<file path="src/rtl/lc3b_mem_bridge_pkg.sv">
// Shared types for the LC-3b memory bridge: CPU-side word/mask types,
// the external byte type and the bridge state encoding.
package lc3b_mem_bridge_pkg;

  typedef logic [15:0] lc3b_word;
  typedef logic [1:0]  lc3b_mem_wmask;
  typedef logic [7:0]  lc3b_byte;

  typedef enum logic [1:0] {
    IDLE,
    LO,
    HI,
    RESP
  } lc3b_bridge_state;

endpackage

</file>
<file path="src/rtl/lc3b_mem_bridge_if.sv">
// External 8-bit memory bus with a valid/ready handshake.
// master = bridge (drives req/we/addr/wdata), slave = memory (drives rdata/ack).
interface lc3b_mem_bridge_if;
  import lc3b_mem_bridge_pkg::*;

  logic     req;
  logic     we;
  lc3b_word addr;
  lc3b_byte wdata;
  lc3b_byte rdata;
  logic     ack;

  modport master (
    output req, we, addr, wdata,
    input  rdata, ack
  );

  modport slave (
    input  req, we, addr, wdata,
    output rdata, ack
  );

endinterface

</file>
<file path="src/rtl/lc3b_mem_bridge.sv">
// Splits 16-bit LC-3b memory requests into byte transfers on an 8-bit
// valid/ready bus, returns the read word with a one-cycle mem_resp, and
// aborts any byte transfer that waits too long so the CPU cannot hang.
module lc3b_mem_bridge
  import lc3b_mem_bridge_pkg::*;
#(
  parameter int TIMEOUT = 255  // max wait cycles per byte transfer; 0 = wait forever
) (
  input  logic                      clk,
  input  logic                      rst_n,
  input  lc3b_word                  mem_address,
  input  lc3b_word                  mem_wdata,
  input  logic                      mem_read,
  input  logic                      mem_write,
  input  lc3b_mem_wmask             mem_byte_enable,
  output lc3b_word                  mem_rdata,
  output logic                      mem_resp,
  output logic                      mem_err,
  lc3b_mem_bridge_if.master         ext
);

  localparam int CNT_W = (TIMEOUT > 0) ? $clog2(TIMEOUT + 1) : 1;

  lc3b_bridge_state state_q, state_d;
  logic [CNT_W-1:0] cnt_q, cnt_d;
  logic             ext_req_q, ext_req_d;
  logic             ext_we_q, ext_we_d;
  lc3b_word         ext_addr_q, ext_addr_d;
  lc3b_byte         ext_wdata_q, ext_wdata_d;
  lc3b_byte         wdata_hi_q, wdata_hi_d;   // high write byte, needed in HI
  logic             hi_en_q, hi_en_d;         // a HI transfer follows LO
  lc3b_byte         rbuf_lo_q, rbuf_lo_d;     // low read byte until the word completes
  lc3b_word         mem_rdata_q, mem_rdata_d;
  logic             mem_resp_q, mem_resp_d;
  logic             mem_err_q, mem_err_d;

  logic hs;
  logic timed_out;
  logic finish;

  // The word is always byte-pair aligned, so address bit 0 is dropped.
  logic addr_bit0_unused;
  assign addr_bit0_unused = mem_address[0];

  // Next-state and registered-output computation for the byte sequencer.
  always_comb begin
    state_d     = state_q;
    cnt_d       = cnt_q;
    ext_req_d   = ext_req_q;
    ext_we_d    = ext_we_q;
    ext_addr_d  = ext_addr_q;
    ext_wdata_d = ext_wdata_q;
    wdata_hi_d  = wdata_hi_q;
    hi_en_d     = hi_en_q;
    rbuf_lo_d   = rbuf_lo_q;
    mem_rdata_d = mem_rdata_q;
    mem_resp_d  = 1'b0;
    mem_err_d   = 1'b0;
    finish      = 1'b0;

    hs        = ext_req_q & ext.ack;
    // Abort on the cycle whose un-acked wait would bring the count to TIMEOUT.
    timed_out = (TIMEOUT != 0) && ((int'(cnt_q) + 1) == TIMEOUT);

    unique case (state_q)
      IDLE: begin
        if (mem_write || mem_read) begin
          // Write wins when both are requested; reads always move both bytes.
          ext_we_d   = mem_write;
          wdata_hi_d = mem_wdata[15:8];
          cnt_d      = '0;
          if (!mem_write || mem_byte_enable[0]) begin
            state_d     = LO;
            ext_req_d   = 1'b1;
            ext_addr_d  = {mem_address[15:1], 1'b0};
            ext_wdata_d = mem_wdata[7:0];
            hi_en_d     = !mem_write || mem_byte_enable[1];
          end else if (mem_byte_enable[1]) begin
            state_d     = HI;
            ext_req_d   = 1'b1;
            ext_addr_d  = {mem_address[15:1], 1'b1};
            ext_wdata_d = mem_wdata[15:8];
            hi_en_d     = 1'b0;
          end else begin
            // Empty write mask: acknowledge without touching the bus.
            finish = 1'b1;
          end
        end
      end

      LO, HI: begin
        if (hs) begin
          cnt_d = '0;
          if (state_q == LO) begin
            if (!ext_we_q) rbuf_lo_d = ext.rdata;
            if (hi_en_q) begin
              // ext_req stays high; only address and data advance.
              state_d     = HI;
              ext_addr_d  = {ext_addr_q[15:1], 1'b1};
              ext_wdata_d = wdata_hi_q;
            end else begin
              finish = 1'b1;
            end
          end else begin
            if (!ext_we_q) mem_rdata_d = {ext.rdata, rbuf_lo_q};
            finish = 1'b1;
          end
        end else if (timed_out) begin
          cnt_d     = '0;
          finish    = 1'b1;
          mem_err_d = 1'b1;
          if (!ext_we_q) mem_rdata_d = '0;
        end else begin
          cnt_d = cnt_q + CNT_W'(1);
        end
      end

      RESP: begin
        // Any request still held here is only seen again from IDLE.
        state_d = IDLE;
      end

      default: begin
        state_d = IDLE;
      end
    endcase

    if (finish) begin
      state_d    = RESP;
      ext_req_d  = 1'b0;
      ext_we_d   = 1'b0;
      mem_resp_d = 1'b1;
    end
  end

  // State and output registers; reset drops the bus request immediately.
  always_ff @(posedge clk or negedge rst_n) begin
    if (!rst_n) begin
      state_q     <= IDLE;
      cnt_q       <= '0;
      ext_req_q   <= 1'b0;
      ext_we_q    <= 1'b0;
      ext_addr_q  <= '0;
      ext_wdata_q <= '0;
      wdata_hi_q  <= '0;
      hi_en_q     <= 1'b0;
      rbuf_lo_q   <= '0;
      mem_rdata_q <= '0;
      mem_resp_q  <= 1'b0;
      mem_err_q   <= 1'b0;
    end else begin
      state_q     <= state_d;
      cnt_q       <= cnt_d;
      ext_req_q   <= ext_req_d;
      ext_we_q    <= ext_we_d;
      ext_addr_q  <= ext_addr_d;
      ext_wdata_q <= ext_wdata_d;
      wdata_hi_q  <= wdata_hi_d;
      hi_en_q     <= hi_en_d;
      rbuf_lo_q   <= rbuf_lo_d;
      mem_rdata_q <= mem_rdata_d;
      mem_resp_q  <= mem_resp_d;
      mem_err_q   <= mem_err_d;
    end
  end

  assign ext.req   = ext_req_q;
  assign ext.we    = ext_we_q;
  assign ext.addr  = ext_addr_q;
  assign ext.wdata = ext_wdata_q;
  assign mem_rdata = mem_rdata_q;
  assign mem_resp  = mem_resp_q;
  assign mem_err   = mem_err_q;

endmodule

</file>
<file path="src/flat_wrapper.sv">
// flat-port wrapper written by rule: the top's interface ports become plain ports
module lc3b_mem_bridge_flat import lc3b_mem_bridge_pkg::*;
#(
  parameter int TIMEOUT = 255                                                        
)
  (clk, rst_n, mem_address, mem_wdata, mem_read, mem_write, mem_byte_enable, mem_rdata, mem_resp, mem_err, ext_req, ext_we, ext_addr, ext_wdata, ext_rdata, ext_ack);
  lc3b_mem_bridge_if ext_i ();
  input  logic clk;
  input  logic rst_n;
  input  lc3b_word mem_address;
  input  lc3b_word mem_wdata;
  input  logic mem_read;
  input  logic mem_write;
  input  lc3b_mem_wmask mem_byte_enable;
  output lc3b_word mem_rdata;
  output logic mem_resp;
  output logic mem_err;
  output wire logic [$bits(ext_i.req)-1:0] ext_req;
  output wire logic [$bits(ext_i.we)-1:0] ext_we;
  output wire logic [$bits(ext_i.addr)-1:0] ext_addr;
  output wire logic [$bits(ext_i.wdata)-1:0] ext_wdata;
  input wire logic [$bits(ext_i.rdata)-1:0] ext_rdata;
  input wire logic [$bits(ext_i.ack)-1:0] ext_ack;
  assign ext_req = ext_i.req;
  assign ext_we = ext_i.we;
  assign ext_addr = ext_i.addr;
  assign ext_wdata = ext_i.wdata;
  assign ext_i.rdata = ext_rdata;
  assign ext_i.ack = ext_ack;
  lc3b_mem_bridge #(.TIMEOUT(TIMEOUT)) u_core (.clk(clk), .rst_n(rst_n), .mem_address(mem_address), .mem_wdata(mem_wdata), .mem_read(mem_read), .mem_write(mem_write), .mem_byte_enable(mem_byte_enable), .mem_rdata(mem_rdata), .mem_resp(mem_resp), .mem_err(mem_err), .ext(ext_i));
endmodule
</file>
<file path="config.mk">
export PLATFORM = sky130hd
export DESIGN_NAME = lc3b_mem_bridge_flat
export DESIGN_NICKNAME = d
export VERILOG_FILES = /design/src/rtl/lc3b_mem_bridge_pkg.sv /design/src/rtl/lc3b_mem_bridge_if.sv /design/src/rtl/lc3b_mem_bridge.sv /design/src/flat_wrapper.sv
export SDC_FILE = /design/constraint.sdc
export NUM_CORES = 1
export LEC_CHECK = 0
export ABC_AREA = 1
export BUFFER_PORTS_ARGS = -buffer_cell sky130_fd_sc_hd__buf_2
export CORE_UTILIZATION = 42
export CTS_BUF_LIST = sky130_fd_sc_hd__clkbuf_8
export DETAILED_ROUTE_END_ITERATION = 8
export HOLD_SLACK_MARGIN = 0.05
export PLACE_DENSITY = 0.72
export SLEW_MARGIN = 15
export SYNTH_ARGS = -nofsm -noshare
export SYNTH_HDL_FRONTEND = slang
export SYNTH_SLANG_ARGS = --single-unit
</file>
<file path="constraint.sdc">
create_clock -name clk -period 2.74 [get_ports clk]
set_input_delay 0.137 -clock clk [delete_from_list [all_inputs] [get_ports clk]]
set_output_delay 0.137 -clock clk [all_outputs]
set_load 0.01 [all_outputs]
</file>
Word-level counts from Yosys, hierarchy flattened --
Cells that the tools add are included.
Word-level totals: flip-flop bits (word level) 71, input bits 47, output and inout port bits 44, logic and storage cells 107
Operators by class: $add $sub $neg 2, eq/ne operators 15, multiplexer cells 52, bitwise gates (word level) 3, reduce and logical (&&, ||, !) cells 22
Operators with widths (count):
- two-way mux 16 bit | 10
- two-way mux 8 bit | 9
- equality test 32 x 9 -> 1 bit (second input constant) | 1
- one-hot mux 16 bit (2 select lines) | 1
- one-hot mux 8 bit (2 select lines) | 2
- two-way mux 1 bit | 21
- two-way mux 2 bit | 7
- inequality test 3 x 1 -> 1 bit (second input constant) | 4
- AND reduction 4 bit | 3
- nonzero test 2 bit | 5
- adder 8 x 1 -> 9 bit (second input constant) | 1
- adder 8 x 1 -> 8 bit (second input constant) | 1
- inequality test 2 x 1 -> 1 bit (second input constant) | 4
- one-hot mux 2 bit (3 select lines) | 1
- AND reduction 2 bit | 3
- AND reduction 3 bit | 2
- AND reduction 6 bit | 1
- AND reduction 5 bit | 1
- equality test 2 bit (second input constant) | 2
- inequality test 4 x 2 -> 1 bit (second input constant) | 1
- logical OR 1 bit | 3
- inequality test 3 x 2 -> 1 bit (second input constant) | 1
- nonzero test 3 bit | 1
- equality test 2 x 1 -> 1 bit (second input constant) | 1
- other kinds (7) | 8

Logic depth before layout (Yosys ltp) --
Gate-level depths: netlist of the first run.
depth after elaboration 7, depth in mapped cells 13

Worst setup path before layout of the first run --
No wires, ideal clock.
path kind flip-flop to flip-flop, from register u_core.state_q[0], to register u_core.ext_addr_q[10] (netlist: u_core.ext.addr[10]), setup time 125 ps, arrival time 1680 ps, setup slack 936 ps, stages on the path, launching flop included 8, clock period less this slack 1804 ps, path through dfrtp_1 -> inv_1 -> ha_1 -> inv_1 -> clkbuf_1 -> nand2_2 -> buf_6 -> mux2_2
On the way: cells in the longest elaborated chain, start to end 4, elaborated cells between the ends (all ways) 7, classes of those cells 2 x eq/ne; 1 x mux; 1 x bitwise; 3 x reduce/logical
Ends and longest elaborated chain:
- start: declaration | RTL line lc3b_mem_bridge.sv:24 | lc3b_bridge_state state_q, state_d;
- start signal: assignment | RTL line lc3b_mem_bridge.sv:152 | state_q <= state_d;
- equality test 2 bit / equality test 2 x 1 -> 1 bit (equally long branches) | RTL line lc3b_mem_bridge.sv:65, lc3b_mem_bridge.sv:94
- OR reduction 2 bit | RTL line lc3b_mem_bridge.sv:65 | unique case (state_q)
- NOT 1 bit (no line)
- AND reduction 4 bit (no line)
- end signal: assignment | RTL line lc3b_mem_bridge.sv:156 | ext_addr_q <= ext_addr_d;
- end: declaration | RTL line lc3b_mem_bridge.sv:28 | lc3b_word ext_addr_q, ext_addr_d;
Parallel ways exist; a longest one is shown, timed or not. A chain may end at the register's enable or synchronous reset.

Worst setup path in the final report of the first run --
from register u_core.state_q[0], to register u_core.rbuf_lo_q[7]
On the way: cells in the longest elaborated chain, start to end 3, elaborated cells between the ends (all ways) 4, classes of those cells 2 x eq/ne; 2 x reduce/logical
Ends and longest elaborated chain:
- equality test 2 bit / equality test 2 x 1 -> 1 bit (equally long branches) | RTL line lc3b_mem_bridge.sv:65, lc3b_mem_bridge.sv:94
- OR reduction 2 bit | RTL line lc3b_mem_bridge.sv:65
- AND reduction 4 bit (no line) (*)
- end signal: assignment | RTL line lc3b_mem_bridge.sv:160 | rbuf_lo_q <= rbuf_lo_d;
- end: declaration | RTL line lc3b_mem_bridge.sv:32 | lc3b_byte rbuf_lo_q, rbuf_lo_d;
Every way passes the cells marked *; elsewhere a longest branch is shown, timed or not.

==> flow_metrics.py, run 1 <==
metrics = {
    "floorplan": {
        "die_area_sq_um": 7900,
        "row_count": 31,
        "io_pins": 91,
        "die_h_um": 88.9,
        "start_util": 0.435,
        "core-area_sq_um": 7290,
        "chipWidth_um": 88.9,
    },
    "synthesis": {
        "synth_cell_type_count": 25,
        "yosysMostFrequentCell": "nand2_1",
        "syn_area_per_cell_sq_um": 9.11,
        "synth_enable_flop_cells": 0,
        "synthCells": 348,
        "synth_fp_nets": 401,
        "synth_top_flop_cell": "dfrtp_1",
        "synthArstFlopShare": 1.00,
        "syn_area_sq_um": 3170,
        "ys_seq_elements": 71,
        "synth_top_area_frac": 0.561,
        "yosysTopAreaCell": "dfrtp_1",
        "synthTopCellsByCount": "nand2_1, dfrtp_1, inv_1",
        "yosys_warnings": 0,
        "yosysSeqAreaShare": 0.561,
        "yosys-top-cells-area": "dfrtp_1, nand2_1, mux2_2",
    },
    "placed_design": {
        "dp_cells": 532,
        "placed_cell_area_sq_um": 3730,
        "place.gp.congestion": 0.804,
        "io_buffers": 89,
        "hpwl_mm": 4.84,
    },
    "global_routing": {
        "grt_pass1_vias": 2536,
        "grt_max_degree": 46,
        "grt_pass1_wl_mm": 11.2,
        "grt_usage": 0.189,
        "antenna_found_initial": 0,
        "gr-total-overflow": 0,
    },
    "pwr": {
        "powerDensity_nw_per_um2": 1090,
        "irDropWorstVdd_mv": 0.528,
        "cellLeakagePower_nw": 2.15,
    },
    "outcome": {
        "status": "complete, no violations",
    },
    "critical_path": {
        "critPathKind": "reg2reg",
        "cp_cell_sequence": "inv_1 > ha_1 > inv_1 > nor2_1 > nand2_1 > o21ai_0",
        "rr_endpoint": "u_core.rbuf_lo_q[7]$_DFFE_PN0P_",
        "critical-path-max-stage-delay_ns": 0.39,
        "critPathArrivalTime_ns": 2.46,
        "crit_top_cell": "inv_1",
        "cp_slowest_cell": "dfrtp_1",
        "worst_setup_path_start_kind": "flop",
        "required_ns": 2.99,
        "reg2reg_setup_slack_ns": 0.53,
        "r2r_cells": 6,
        "reg2reg_from": "u_core.state_q[0]$_DFFE_PN0P_",
        "worstPathMaxFanout": 20,
        "endpoint_kind": "flop",
    },
    "final_layout": {
        "final_cells": 578,
        "final_nets": 527,
        "final_util": 0.582,
        "area_delta_synth_final_pct": 34.0,
        "drive_above_1_share": 0.284,
        "design_area_sq_um": 4250,
        "antennaDiodeCount": 0,
    },
    "clocking": {
        "cts_tree": "done",
        "clockBufferDepth": 2,
        "numCtsBuffers": 9,
        "clkTransAtPathRegs_ns": 0.07,
        "htreeDepth": 3,
        "cts_root_buf": "clkbuf_8",
        "post_cts_resized": 0,
        "clkLatencyLatePin_ns": 0.34,
        "clock-sinks": 71,
    },
    "worst_hold_path": {
        "worstHoldPathCells": 3,
        "worstHoldStart": "ext_rdata[7]",
        "min_path_type": "in2reg",
        "min_to": "u_core.mem_rdata[15]$_DFFE_PN0P_",
    },
    "timing": {
        "fin_crit_ns": 2.21,
        "rsz0062_at_grt": "false",
        "slew_headroom": 0.347,
        "fin_skew_ns": 0.0107,
        "fmax_mhz": 452,
        "setup_violations": 0,
        "hold_viol": 0,
        "finalSetupTns_ns": 0,
        "drv_slew": 0,
        "worst_slew_pin_slew_ns": 0.979,
        "layout_worst_path_cycle_share": 0.807,
    },
    "detailed_routing": {
        "ant_nets": 0,
        "first_iter_violations": 96,
        "wl_per_cell_um": 12.2,
        "drcViolationCount": 0,
        "dr.pass1.iters": 4,
        "drt_wl_total_mm": 7.03,
        "vias": 2722,
        "viasPerCell": 4.71,
    },
    "job": {
        "max-cap-violations": 0,
    },
}
[sequential cells by signal, summed over array words and instances, names as in the netlist]
signal,flops
u_core.ext.req,1
u_core.ext.wdata,8
u_core.state_q,2
u_core.ext.addr,16
u_core.mem_resp,1
u_core.wdata_hi_q,8
u_core.ext.we,1
u_core.hi_en_q,1
u_core.mem_rdata,16
u_core.mem_err,1
u_core.cnt_q,8
u_core.rbuf_lo_q,8
[cells by family (layout without fill, tap and decap cells)]
family,count (synthesis),count (layout),synth area share
compound gates,62,62,0.103
simple gates,141,141,0.192
mux,15,15,0.0533
buf+inv,53,184,0.0679
flops,71,71,0.561
fa+ha+maj,6,6,0.0237
[routing by layer]
layer	global-route usage	wire, um	share of wire	up-vias
li1	-	-	-	1374
met1	0.235	3090	0.44	1280
met2	0.306	3570	0.51	60
met3	0.0513	266	0.038	8
met4	0.0894	109	0.016	0
met5	0	0	0	-
[timing repair]
item / 4_1_cts / 5_1_grt
hold buffers: 30 / 0
hold endpoints to repair: 73 / 0
setup buffers: 0 / 0
[critical path, delay by kind of cell, from the launching register on]
family | cells | cell delay, ns
buffers and inverters | 2 | 0.37
AOI/OAI and AO/OA | 1 | 0.28
DFF | 1 | 0.39
and+or+nand+nor | 2 | 0.71
adders and majority gates | 1 | 0.38
[stage by stage]
stage,setup slack (ns),hold WS [ns],total power [mW]
2_1_floorplan,0.936,-0.159,3.05
3_3_place_gp,0.650,0.354,3.61
3_5_place_dp,0.503,0.359,3.69
4_1_cts,0.490,0.0659,4.64
5_1_grt,0.281,0.0994,5.00
6_report,0.528,0.0812,4.61
[layout make-up]
cell class	instances	area [sq um]
multi-input combinational	224	1180
sequential	71	1780
fill	687	3050
clock inverter	7	95.1
timing repair buffer	124	783
inverter	44	165
tap	99	124
clock buffer	9	124
[worst max path at each step]
stage	depth (start not counted)	endpoint	slack [ns]	startpoint
floorplan	7	u_core.ext.addr[10]$_DFFE_PN0P_	0.94	u_core.state_q[0]$_DFFE_PN0P_
global placement	7	u_core.rbuf_lo_q[6]$_DFFE_PN0P_	0.65	u_core.state_q[0]$_DFFE_PN0P_
detailed placement	6	u_core.rbuf_lo_q[7]$_DFFE_PN0P_	0.50	u_core.state_q[0]$_DFFE_PN0P_
CTS	6	u_core.rbuf_lo_q[7]$_DFFE_PN0P_	0.49	u_core.state_q[0]$_DFFE_PN0P_
global route	6	u_core.rbuf_lo_q[7]$_DFFE_PN0P_	0.28	u_core.state_q[0]$_DFFE_PN0P_
finish	6	u_core.rbuf_lo_q[7]$_DFFE_PN0P_	0.53	u_core.state_q[0]$_DFFE_PN0P_
[cells in the final DEF (no fill, tap or decap), drive strengths merged]
master,n
nor3,1
o22ai,8
a21oi,13
inv,44
clkinv,4
o21ai,40
dlygate4sd3,30
buf,94
ha,6
mux2,15
a31oi,1
bufinv,2
clkbuf,9
nand4,4
dfrtp,71
nand3,15
clkinvlp,1
nor2,24
nand2,97
[power breakdown]
group | switching [mW] | internal, mW
Clock | 0.400 | 0.514
Sequential | 0.254 | 1.52
Combinational | 1.15 | 0.773
Total | 1.80 | 2.81
No activity file was read; power rests on OpenSTA's default activity.
==> run 2, diff against run 1 <==
Settings changed: ABC_AREA 1 to 0, PLACE_DENSITY 0.72 to 0.74.
Clock period 2.74 ns to 1.8 ns, I/O delays scaled along.
==> run 2 against run 1 <==
Net effect:
- clock power is 61% higher
- sequential cell count unchanged
- routed wire length grew 2.9%
- non-clock buffer count increased by 21
- largest cell class unchanged
==> flow_metrics.py, run 2 <==
metrics = {
    "floorplan": {
        "chipWidth_um": 91.4,
        "die_h_um": 91.4,
        "core-area_sq_um": 7730,
        "die_area_sq_um": 8350,
        "row_count": 32,
        "start_util": 0.434,
        "io_pins": 91,
    },
    "clocking": {
        "cts_tree": "done",
        "numCtsBuffers": 9,
        "clkLatencyLatePin_ns": 0.35,
        "cts_root_buf": "clkbuf_8",
        "htreeDepth": 3,
        "clock-sinks": 71,
        "clockBufferDepth": 2,
        "clkTransAtPathRegs_ns": 0.09,
    },
    "final_layout": {
        "final_cell_mix": "buf_2, dfrtp_1, nor2_1",
        "antennaDiodeCount": 0,
        "area_delta_synth_final_pct": 40.4,
        "final_nets": 495,
        "drive_above_1_share": 0.443,
        "mostFrequentLayoutCell": "buf_2",
        "design_area_sq_um": 4710,
        "final_cells": 549,
    },
    "detailed_routing": {
        "first_iter_violations": 69,
        "ant_nets": 0,
        "wl_per_cell_um": 13.2,
        "viasPerCell": 4.95,
        "drt_wl_total_mm": 7.23,
        "drcViolationCount": 0,
        "dr.pass1.iters": 4,
        "vias": 2719,
    },
    "synthesis": {
        "synthCells": 299,
        "syn_area_sq_um": 3360,
        "yosysMostFrequentCell": "dfrtp_1",
        "yosys_warnings": 0,
        "synthArstFlopShare": 1.00,
        "synth_top_flop_cell": "dfrtp_1",
        "yosysSeqAreaShare": 0.529,
        "yosys-top-cells-area": "dfrtp_1, mux2_2, nor2_1",
        "yosysTopAreaCell": "dfrtp_1",
        "ys_seq_elements": 71,
        "synth_enable_flop_cells": 0,
        "synth_top_area_frac": 0.529,
        "synthTopCellsByCount": "dfrtp_1, nor2_1, mux2_2",
        "syn_area_per_cell_sq_um": 11.2,
        "synth_cell_type_count": 44,
        "synth_fp_nets": 352,
    },
    "critical_path": {
        "required_ns": 2.04,
        "worstPathMaxFanout": 16,
        "critPathArrivalTime_ns": 2.02,
        "critPathKind": "reg2reg",
        "critical-path-max-stage-delay_ns": 0.47,
        "cpLargestDelayFamily": "simple AND/OR/NAND/NOR gates",
        "endpoint_kind": "flop",
        "cp_cell_sequence": "ha_4 > xnor2_4 > nor3b_4 > nand2_4 > nor3b_4 > buf_12 > nor3_1",
        "cp_slowest_cell": "dfrtp_2",
        "critPathBufInv": 1,
        "worst_setup_path_start_kind": "flop",
        "crit_top_cell": "nor3b_4",
    },
    "timing": {
        "hold_viol": 0,
        "layout_worst_path_cycle_share": 0.991,
        "whs_ns": 0.0896,
        "setup_violations": 0,
        "timing.final.ws_setup_ns": 0.0167,
        "worst_slew_pin_slew_ns": 0.476,
        "fin_crit_ns": 1.78,
        "fmax_mhz": 561,
        "rsz0062_at_grt": "true",
        "fin_skew_ns": 0.0156,
        "drv_slew": 0,
        "slew_headroom": 0.683,
    },
    "global_routing": {
        "grt_usage": 0.186,
        "antenna_found_initial": 0,
        "grt_pass1_vias": 2737,
        "grt_pass1_wl_mm": 12.2,
        "grt_max_degree": 38,
        "gr-total-overflow": 0,
    },
    "placed_design": {
        "io_buffers": 89,
        "dp_slack_ns": -0.0206,
        "dp_cells": 500,
        "place.gp.congestion": 0.867,
        "placed_cell_area_sq_um": 4090,
        "hpwl_mm": 5.02,
    },
    "pwr": {
        "irDropWorstVdd_mv": 0.822,
        "cellLeakagePower_nw": 2.18,
        "total_power_mw": 8.00,
        "powerDensity_nw_per_um2": 1700,
    },
    "worst_hold_path": {
        "min_path_type": "in2reg",
    },
    "outcome": {
        "status": "complete, no violations",
    },
    "job": {
        "max-cap-violations": 0,
    },
}
-- run 2: where the power goes --
group	internal (mW)	total, mW	switching (mW)
logic	1.97	3.78	1.81
clock network	0.797	1.47	0.672
registers	2.35	2.75	0.404
-- run 2: layout make-up --
class                      instances  area, sq um
fill                             627         3010
sequential                        71         1780
multi-input combinational        209         1570
timing repair buffer             145          991
tap                              102          128
clock buffer                       9          124
clock inverter                     7          104
inverter                           6         22.5
-- run 2: what timing repair did --
action	4_1_cts	5_1_grt
setup buffers	0	1
setup endpoints to repair	23	23
pin swaps	0	2
hold endpoints to repair	57	0
gates resized for setup	7	8
hold buffers	32	0
-- run 2: cells by family (layout without fill, tap and decap cells) --
logic type	Yosys count	in the layout	share of synthesized area
simple gates	108	108	0.175
flops	71	71	0.529
mux	47	47	0.155
compound gates	46	46	0.0850
buf+inv	19	167	0.0287
fa+ha+maj	6	6	0.0224
xor+xnor	2	2	0.00522
-- run 2: path summary, 6_finish.rpt --
check	start	end	slack, ns	cells past startpoint
worst min register to register	u_core.ext.addr[3]$_DFFE_PN0P_	u_core.ext.addr[3]$_DFFE_PN0P_	0.50	1
worst max-delay path	u_core.cnt_q[0]$_DFFE_PN0P_	u_core.mem_rdata[15]$_DFFE_PN0P_	0.02	7
worst min-delay path	mem_byte_enable[0]	u_core.hi_en_q$_DFFE_PN0P_	0.09	3
worst max register to register	u_core.cnt_q[0]$_DFFE_PN0P_	u_core.mem_rdata[15]$_DFFE_PN0P_	0.02	7
max in group asynchronous	rst_n	u_core.cnt_q[1]$_DFFE_PN0P_	0.96	3
min in group asynchronous	rst_n	u_core.mem_rdata[14]$_DFFE_PN0P_	0.22	2
-- run 2: worst min-delay path: stages --
cell	delay, ns
buf_2	0.11
a21boi_0	0.07
o21ai_0	0.14
-- run 2: routing by layer --
metal / wire length (um) / vias up / GRT usage / share of wire
li1: - / 1338 / - / -
met1: 3070 / 1311 / 0.216 / 0.42
met2: 3750 / 60 / 0.321 / 0.52
met3: 292 / 10 / 0.0511 / 0.040
met4: 120 / 0 / 0.0767 / 0.017
met5: 0 / - / 0 / 0
-- run 2: per-stage QoR --
| stage | util | setup TNS [ns] |
|---|---|---|
| floorplan | - | -0.263 |
| global placement | 0.530 | 0 |
| detailed placement | 0.530 | -0.140 |
| CTS | 0.605 | 0 |
| global route | 0.610 | -0.704 |
| finish | 0.610 | 0 |
